$ cat src/rtl/frame_transmitter_pkg.sv
// Shared definitions for the GMII frame transmitter.
// Holds the FSM state encodings, the preamble/SFD byte values and the
// default values for the maximum frame length and inter-frame gap.
package frame_transmitter_pkg;

    typedef enum logic [2:0] {
        ST_IDLE     = 3'd0,
        ST_PREAMBLE = 3'd1,
        ST_SFD      = 3'd2,
        ST_DATA     = 3'd3,
        ST_IFG      = 3'd4,
        ST_DROP     = 3'd5
    } tx_state_e;

    localparam logic [7:0] PREAMBLE_BYTE = 8'h55;
    localparam logic [7:0] SFD_BYTE      = 8'hD5;

    // Preamble counter runs 0..6, giving seven preamble bytes.
    localparam logic [2:0] PREAMBLE_LAST = 3'd6;

    localparam int DEF_MAX_LEN = 1522;
    localparam int DEF_IFG     = 12;

    // True for the states in which the GMII transmit enable is driven high.
    function automatic logic is_tx_state(input tx_state_e st);
        return (st == ST_PREAMBLE) || (st == ST_SFD) || (st == ST_DATA);
    endfunction

endpackage

$ cat src/rtl/frame_transmitter.sv
// GMII frame transmitter.
// Pops a frame length from a show-ahead length FIFO, then sends
// 7 preamble bytes, one SFD byte and N data bytes read from packet memory,
// followed by an inter-frame gap. Oversized lengths are dropped by reading
// (and discarding) their bytes so the memory pointer stays aligned; a zero
// length is popped and flagged without any reads.
//
// Ports:
//   iclk       clock
//   i_rst      synchronous active-high reset
//   i_len_val  length FIFO not empty (i_len valid in the same cycle)
//   i_len      byte count of the next frame
//   o_len_rd   one-cycle pop of the length FIFO (combinational)
//   o_rd_en    packet memory read request (combinational)
//   i_rd_data  memory byte, valid one cycle after o_rd_en
//   i_pause    blocks the start of a new frame only
//   o_tx_en    GMII transmit enable
//   o_tx_er    GMII transmit error, constant 0
//   o_txd      GMII transmit data
//   o_state    current FSM state
//   o_len_err  one-cycle pulse when a frame is dropped
module frame_transmitter
    import frame_transmitter_pkg::*;
#(
    parameter int pMAX_LEN = DEF_MAX_LEN,
    parameter int pIFG     = DEF_IFG
) (
    input  logic        iclk,
    input  logic        i_rst,
    input  logic        i_len_val,
    input  logic [10:0] i_len,
    output logic        o_len_rd,
    output logic        o_rd_en,
    input  logic [7:0]  i_rd_data,
    input  logic        i_pause,
    output logic        o_tx_en,
    output logic        o_tx_er,
    output logic [7:0]  o_txd,
    output logic [2:0]  o_state,
    output logic        o_len_err
);

    localparam logic [10:0] MAX_LEN_C  = 11'(pMAX_LEN);
    localparam logic [3:0]  IFG_LAST_C = 4'(pIFG - 1);

    tx_state_e   state_r;
    tx_state_e   next_state_s;
    logic [10:0] byte_cnt_r;
    logic [10:0] byte_cnt_s;
    logic [2:0]  pre_cnt_r;
    logic [2:0]  pre_cnt_s;
    logic [3:0]  ifg_cnt_r;
    logic [3:0]  ifg_cnt_s;
    logic        pop_s;
    logic        rd_s;
    logic        bad_len_s;
    logic [7:0]  txd_s;
    logic        tx_en_r;
    logic        len_err_r;
    logic        data_sel_r;
    logic [7:0]  txd_r;

    // Next-state, counter update and read/pop decode.
    always_comb begin
        next_state_s = state_r;
        byte_cnt_s   = byte_cnt_r;
        pre_cnt_s    = pre_cnt_r;
        ifg_cnt_s    = ifg_cnt_r;
        pop_s        = 1'b0;
        rd_s         = 1'b0;
        bad_len_s    = 1'b0;
        case (state_r)
            ST_IDLE: begin
                if (i_len_val && !i_pause) begin
                    pop_s     = 1'b1;
                    pre_cnt_s = 3'd0;
                    if (i_len == 11'd0) begin
                        bad_len_s    = 1'b1;
                        byte_cnt_s   = 11'd0;
                        next_state_s = ST_IDLE;
                    end else if (i_len > MAX_LEN_C) begin
                        bad_len_s    = 1'b1;
                        byte_cnt_s   = i_len;
                        next_state_s = ST_DROP;
                    end else begin
                        byte_cnt_s   = i_len;
                        next_state_s = ST_PREAMBLE;
                    end
                end else begin
                    next_state_s = ST_IDLE;
                end
            end
            ST_PREAMBLE: begin
                if (pre_cnt_r == PREAMBLE_LAST) begin
                    pre_cnt_s    = 3'd0;
                    next_state_s = ST_SFD;
                end else begin
                    pre_cnt_s = pre_cnt_r + 3'd1;
                end
            end
            ST_SFD: begin
                // Byte 1 is fetched here so it is on i_rd_data in DATA cycle 1.
                if (byte_cnt_r != 11'd0) begin
                    rd_s       = 1'b1;
                    byte_cnt_s = byte_cnt_r - 11'd1;
                end else begin
                    byte_cnt_s = 11'd0;
                end
                next_state_s = ST_DATA;
            end
            ST_DATA: begin
                // A zero count means the byte on the bus now is the last one.
                if (byte_cnt_r != 11'd0) begin
                    rd_s       = 1'b1;
                    byte_cnt_s = byte_cnt_r - 11'd1;
                end else begin
                    ifg_cnt_s    = 4'd0;
                    next_state_s = ST_IFG;
                end
            end
            ST_IFG: begin
                if (ifg_cnt_r == IFG_LAST_C) begin
                    ifg_cnt_s    = 4'd0;
                    next_state_s = ST_IDLE;
                end else begin
                    ifg_cnt_s = ifg_cnt_r + 4'd1;
                end
            end
            ST_DROP: begin
                // Discard reads keep the memory pointer in step with the FIFO.
                if (byte_cnt_r != 11'd0) begin
                    rd_s       = 1'b1;
                    byte_cnt_s = byte_cnt_r - 11'd1;
                end else begin
                    byte_cnt_s = 11'd0;
                end
                if (byte_cnt_r <= 11'd1) begin
                    ifg_cnt_s    = 4'd0;
                    next_state_s = ST_IFG;
                end else begin
                    next_state_s = ST_DROP;
                end
            end
            default: begin
                byte_cnt_s   = 11'd0;
                pre_cnt_s    = 3'd0;
                ifg_cnt_s    = 4'd0;
                next_state_s = ST_IDLE;
            end
        endcase
    end

    // Transmit byte to present in the coming cycle, decoded from the next state.
    always_comb begin
        txd_s = 8'h00;
        case (next_state_s)
            ST_PREAMBLE: txd_s = PREAMBLE_BYTE;
            ST_SFD:      txd_s = SFD_BYTE;
            default:     txd_s = 8'h00;
        endcase
    end

    // State, counters and registered GMII outputs.
    always_ff @(posedge iclk) begin
        if (i_rst) begin
            state_r    <= ST_IDLE;
            byte_cnt_r <= 11'd0;
            pre_cnt_r  <= 3'd0;
            ifg_cnt_r  <= 4'd0;
            tx_en_r    <= 1'b0;
            len_err_r  <= 1'b0;
            data_sel_r <= 1'b0;
            txd_r      <= 8'h00;
        end else begin
            state_r    <= next_state_s;
            byte_cnt_r <= byte_cnt_s;
            pre_cnt_r  <= pre_cnt_s;
            ifg_cnt_r  <= ifg_cnt_s;
            tx_en_r    <= is_tx_state(next_state_s);
            len_err_r  <= bad_len_s;
            data_sel_r <= (next_state_s == ST_DATA);
            txd_r      <= txd_s;
        end
    end

    // The memory already returns its byte from a register one cycle after
    // the request, so data bytes are steered onto o_txd without a further
    // pipeline stage; that keeps SFD and DATA contiguous.
    assign o_txd     = data_sel_r ? i_rd_data : txd_r;
    assign o_tx_en   = tx_en_r;
    assign o_tx_er   = 1'b0;
    assign o_state   = state_r;
    assign o_len_err = len_err_r;
    assign o_len_rd  = pop_s && !i_rst;
    assign o_rd_en   = rd_s && !i_rst;

endmodule

$ cat config.mk
export PLATFORM = sky130hd
export DESIGN_NAME = frame_transmitter
export DESIGN_NICKNAME = d
export VERILOG_FILES = /design/src/rtl/frame_transmitter_pkg.sv /design/src/rtl/frame_transmitter.sv
export SDC_FILE = /design/constraint.sdc
export NUM_CORES = 1
export LEC_CHECK = 0
export BUFFER_PORTS_ARGS = -buffer_cell sky130_fd_sc_hd__clkbuf_2
export CAP_MARGIN = 30
export CORE_MARGIN = 5
export CORE_UTILIZATION = 35
export CTS_CLUSTER_SIZE = 24
export DETAILED_ROUTE_END_ITERATION = 8
export SETUP_SLACK_MARGIN = 0.02
export SYNTH_ARGS = -nofsm -noshare
export SYNTH_HDL_FRONTEND = slang
export SYNTH_SLANG_ARGS = --single-unit
export TNS_END_PERCENT = 1
$ cat constraint.sdc
create_clock -name iclk -period 2.55 [get_ports iclk]
set_input_delay 0.765 -clock iclk [delete_from_list [all_inputs] [get_ports iclk]]
set_output_delay 0.765 -clock iclk [all_outputs]
set_load 0.05 [all_outputs]
---- Word-level counts from Yosys, hierarchy flattened ----
Cells that the tools add are included.
storage, ports and cells
  input bits .............................. 23
  bits in registers ....................... 32
operators by class
  order comparisons ....................... 2
  add/subtract/negate cells ............... 3
  reductions and logical operators ........ 19
  multiplexer cells ....................... 28
  eq/ne operators ......................... 14
  bitwise gates (word level) .............. 5
operators by type and width
  cell                                                             count
  two-way mux 11 bit                                               4
  case mux 11 bit (4 select lines)                                 1
  two-way mux 3 bit                                                8
  case mux 3 bit (6 select lines)                                  1
  case mux 4 bit (4 select lines)                                  1
  case mux 8 bit (2 select lines)                                  1
  equality test 3 x 2 -> 1 bit, second input constant              4
  two-way mux 4 bit                                                3
  greater-than comparator 11 bit, second input constant            1
  less-or-equal comparator 11 x 1 -> 1 bit, second input constant  1
  logical NOT 11 bit                                               1
  nonzero test 11 bit                                              1
  subtractor 11 x 1 -> 11 bit, second input constant               1
  equality test 3 bit, second input constant                       3
  case mux 3 bit (3 select lines)                                  1
  OR reduction 3 bit                                               3
  two-way mux 8 bit                                                1
  inequality test 2 bit, second input constant                     4
  two-way mux 1 bit                                                7
  equality test 3 x 1 -> 1 bit, second input constant              2
  AND reduction 3 bit                                              2
  inverter 1 bit                                                   5
  adder 4 x 1 -> 4 bit, second input constant                      1
  equality test 4 bit, second input constant                       1
  8 further kinds                                                  13

---- Depth between registers and ports, before layout ----
  depth after elaboration ................. 8
  mapped depth ............................ 8

---- Worst setup path after synthesis ----
OpenSTA, ideal clock, no wires.
  path kind ............................... flip-flop to output port
  start ................................... register state_r[1], in the netlist o_state[1]
  end ..................................... output port o_len_rd
  slack ................................... -0.201 ns
  arrival ................................. 1.986 ns
  stages on the path, launching flop included .. 4
  required time ........................... 1.785 ns
  cells stage by stage .................... dfxtp_1 clkbuf_1 or3_1 nor3_2
between the ends
  cells in the longest elaborated chain, start to end .. 3
RTL lines
  element                 line                      source
  start, declared         frame_transmitter.sv:46   tx_state_e state_r;
  start signal, assigned  frame_transmitter.sv:175  state_r <= next_state_s;
  logical NOT 3 bit       frame_transmitter.sv:72   case (state_r)
  two-way mux 1 bit       frame_transmitter.sv:72
  logical AND 1 bit       frame_transmitter.sv:194  assign o_len_rd = pop_s && !i_rst;
  end, declared           frame_transmitter.sv:32   output logic o_len_rd,
Every way passes these cells.

---- Final worst setup path ----
Ends and elaborated chain as after synthesis.

==> impl_metrics.env <==
export IMPL_drt_iter0_drc=199
export IMPL_port_buffer_count=37
export IMPL_synthArstFlopShare_pct=0
export IMPL_areaGrowthSynthToFinish_pct=21.2
export IMPL_dp_hpwl_microns=3740
export IMPL_diodes=0
export IMPL_power_leakage_nw=0.910
export IMPL_period_share_pct=95.7
export IMPL_yosysWarnings=0
export IMPL_ys_types=56
export IMPL_drc=0
export IMPL_clkSinkCount=26
export IMPL_fin_nets=284
export IMPL_ctsHoldBuffers=0
export IMPL_status="complete, no violations"
export IMPL_row_count=25
export IMPL_multi_input_area_sq_um=1070
export IMPL_path_max_fanout=9
export IMPL_grt_overflow_total=0
export IMPL_die_w_microns=79.3
export IMPL_via_per_inst=5.74
export IMPL_post_cts_buffers=0
export IMPL_chipHeight_microns=79.3
export IMPL_htree_levels=1
export IMPL_end_kind="primary output"
export IMPL_max_freq_mhz=410
export IMPL_ctsResizeCount=0
export IMPL_syn_area_sq_um=1680
export IMPL_hold_viol_final=0
export IMPL_grt_max_degree=15
export IMPL_clock_skew_ps=7.91
export IMPL_place_congestion=0.940
export IMPL_cap_violations=0
export IMPL_pin_count=39
export IMPL_grtUsageTotal_pct=15.7
export IMPL_die_area_sq_um=6280
export IMPL_dr_pass1_iters=4
export IMPL_synth_nets=241
export IMPL_antenna_found_initial=0
export IMPL_rsz0062_at_grt="no"
export IMPL_seq_area_sq_um=523
export IMPL_final_max_slew_violation_count=0
export IMPL_num_vias=1786
export IMPL_grt_pass1_wl_microns=8040
export IMPL_drive_above_1_share_pct=26.5
export IMPL_tritoncts="done"
export IMPL_required_ps=1790
export IMPL_clk_latency_ps=270
export IMPL_grt_pass1_vias=1661
export IMPL_clockBufferDepth=2
export IMPL_fin_tns_setup_ps=0
export IMPL_ys_flop_type="dfxtp_1"
export IMPL_startpoint="o_state[1]"
export IMPL_hold_class="register to register"
export IMPL_ys_ff_latch=26
export IMPL_reg2reg_from="o_state[2]"
export IMPL_wl_per_cell_microns=15.1
export IMPL_setup_viol=0
export IMPL_cts_made_buffers=3
export IMPL_core_area_sq_um=4690
export IMPL_hp_start="pre_cnt_r[2]"
export IMPL_crit_path_start_kind="register"
export IMPL_path_class="register to primary output"
export IMPL_clk_pin_slew_ps=90
export IMPL_fillers=497
export IMPL_synth_edf_count=0
export IMPL_netlist_instances=215
export IMPL_vdd_drop_max_uv=216
export IMPL_finalWirelength_microns=4700
export IMPL_cts_root_buf="clkbuf_8"
export IMPL_layout_min_cycle_time_ps=2440
export IMPL_initial_utilization_pct=35.8
export IMPL_arrival_ps=1680
export IMPL_pwr_density_cell_nw_per_um2=488
export IMPL_yosysSeqAreaShare_pct=31.0
export IMPL_syn_area_per_cell_sq_um=7.81
export IMPL_ant_nets=0
export IMPL_p_total_mw=0.993
-- synthesized netlist by cell type, types with 2 or more instances --
master / number / share of area, %
nand2_1: 29 / 6.5
and3_1: 3 / 1.1
or3_1: 2 / 0.75
nor4_1: 7 / 2.6
a31oi_1: 3 / 1.1
nor2_1: 21 / 4.7
nand3b_1: 2 / 0.89
o211ai_1: 2 / 0.89
clkbuf_1: 6 / 1.3
o22ai_1: 4 / 1.5
o31ai_1: 4 / 1.8
and2_1: 5 / 1.9
a21o_1: 2 / 0.89
nand3_1: 5 / 1.5
a221o_1: 5 / 3.0
inv_1: 8 / 1.8
o21ai_0: 4 / 1.2
nor3b_1: 4 / 1.8
nand2b_1: 3 / 1.1
buf_2: 4 / 1.2
o21ai_1: 3 / 0.89
a21oi_1: 10 / 3.0
a22o_1: 6 / 3.1
o2111ai_1: 2 / 1.0
nor2b_1: 2 / 0.75
a211oi_1: 5 / 2.2
ha_1: 3 / 2.2
dfxtp_1: 26 / 31
o32ai_1: 3 / 1.6
nor3_2: 2 / 1.2
nor3_1: 5 / 1.5
-- registers in the layout, indices dropped and copies added (netlist names) --
register    flops
o_state         3
o_tx_en         1
txd_r           2
pre_cnt_r       3
byte_cnt_r     11
ifg_cnt_r       4
data_sel_r      1
o_len_err       1
-- worst max-delay path, cell delays in order, from the launching register on --
cell and delay, ps:
dfxtp_1 400, or3_1 460, nor3_4 230, clkbuf_2 310
-- cell usage in the layout, fill, tap and decap left out, types with 3 or more instances in the layout --
cell type / count
nand2b_1: 3
nand3_1: 5
nor4_1: 7
o31ai_1: 4
and2_1: 5
dfxtp_1: 24
inv_1: 8
nor2_1: 21
and3_1: 3
o32ai_1: 3
nor3_1: 5
clkbuf_8: 4
a22o_1: 6
a21oi_1: 10
o21ai_1: 3
o22ai_1: 4
o21ai_0: 4
ha_1: 3
nor3b_1: 4
a31oi_1: 3
nand2_1: 29
a221o_1: 5
clkbuf_2: 36
a211oi_1: 5
buf_4: 13
-- report_power, final --
group          internal [mW]  switching, mW  total (mW)  leakage [nW]
Clock                  0.138          0.131       0.269        0.0288
Combinational          0.102          0.176       0.279         0.669
Sequential             0.424         0.0216       0.446         0.212
Total                  0.664          0.329       0.993         0.910
-- per-layer routing --
layer	routed length, microns	GRT usage [%]	part of all wire (%)
met1	2170	21.5	46
met2	2190	25.7	47
met3	262	2.15	5.6
met4	75	4.81	1.6
met5	0	0	0
-- path summary, 6_finish.rpt --
path	slack [ps]	to	depth (start not counted)
worst min-delay path	510	pre_cnt_r[2]	2
worst max-delay path	110	o_len_rd	3
worst max register to register	520	byte_cnt_r[4]	6
worst min register to register	510	pre_cnt_r[2]	2
-- area by class of cell --
type,instances,share of cell area (%)
multi-input cells,168,52.6
flip-flops and latches,26,25.7
repair buffers,50,14.0
well taps,54,3.32
clock buffers,4,2.71
inverters,9,1.66
-- through the flow --
stage,cell area [sq um],hold WS [ps],util [%],std cells,worst slack [ps]
after floorplan,1690,455,-,215,36.8
after global placement,1970,477,42.1,307,227
after detailed placement,1970,482,42.1,307,214
after CTS,2030,504,43.3,311,37.0
after global routing,2030,537,43.4,311,40.2
final,2030,507,43.4,311,109
-- cells by family (layout without fill, tap and decap cells) --
logic type               after synthesis  after routing  synth area share [%]
adder cells (fa/ha/maj)                3              3                  2.24
AO/OA/AOI/OAI                         64             64                  28.8
AND/OR/NAND/NOR                       99             99                  31.4
other                                  1              1                 0.223
flip-flops                            26             26                  31.0
buffers and inverters                 21             63                  5.66
multiplexers                           1              1                 0.671
Power figures use the tool's default switching activity.
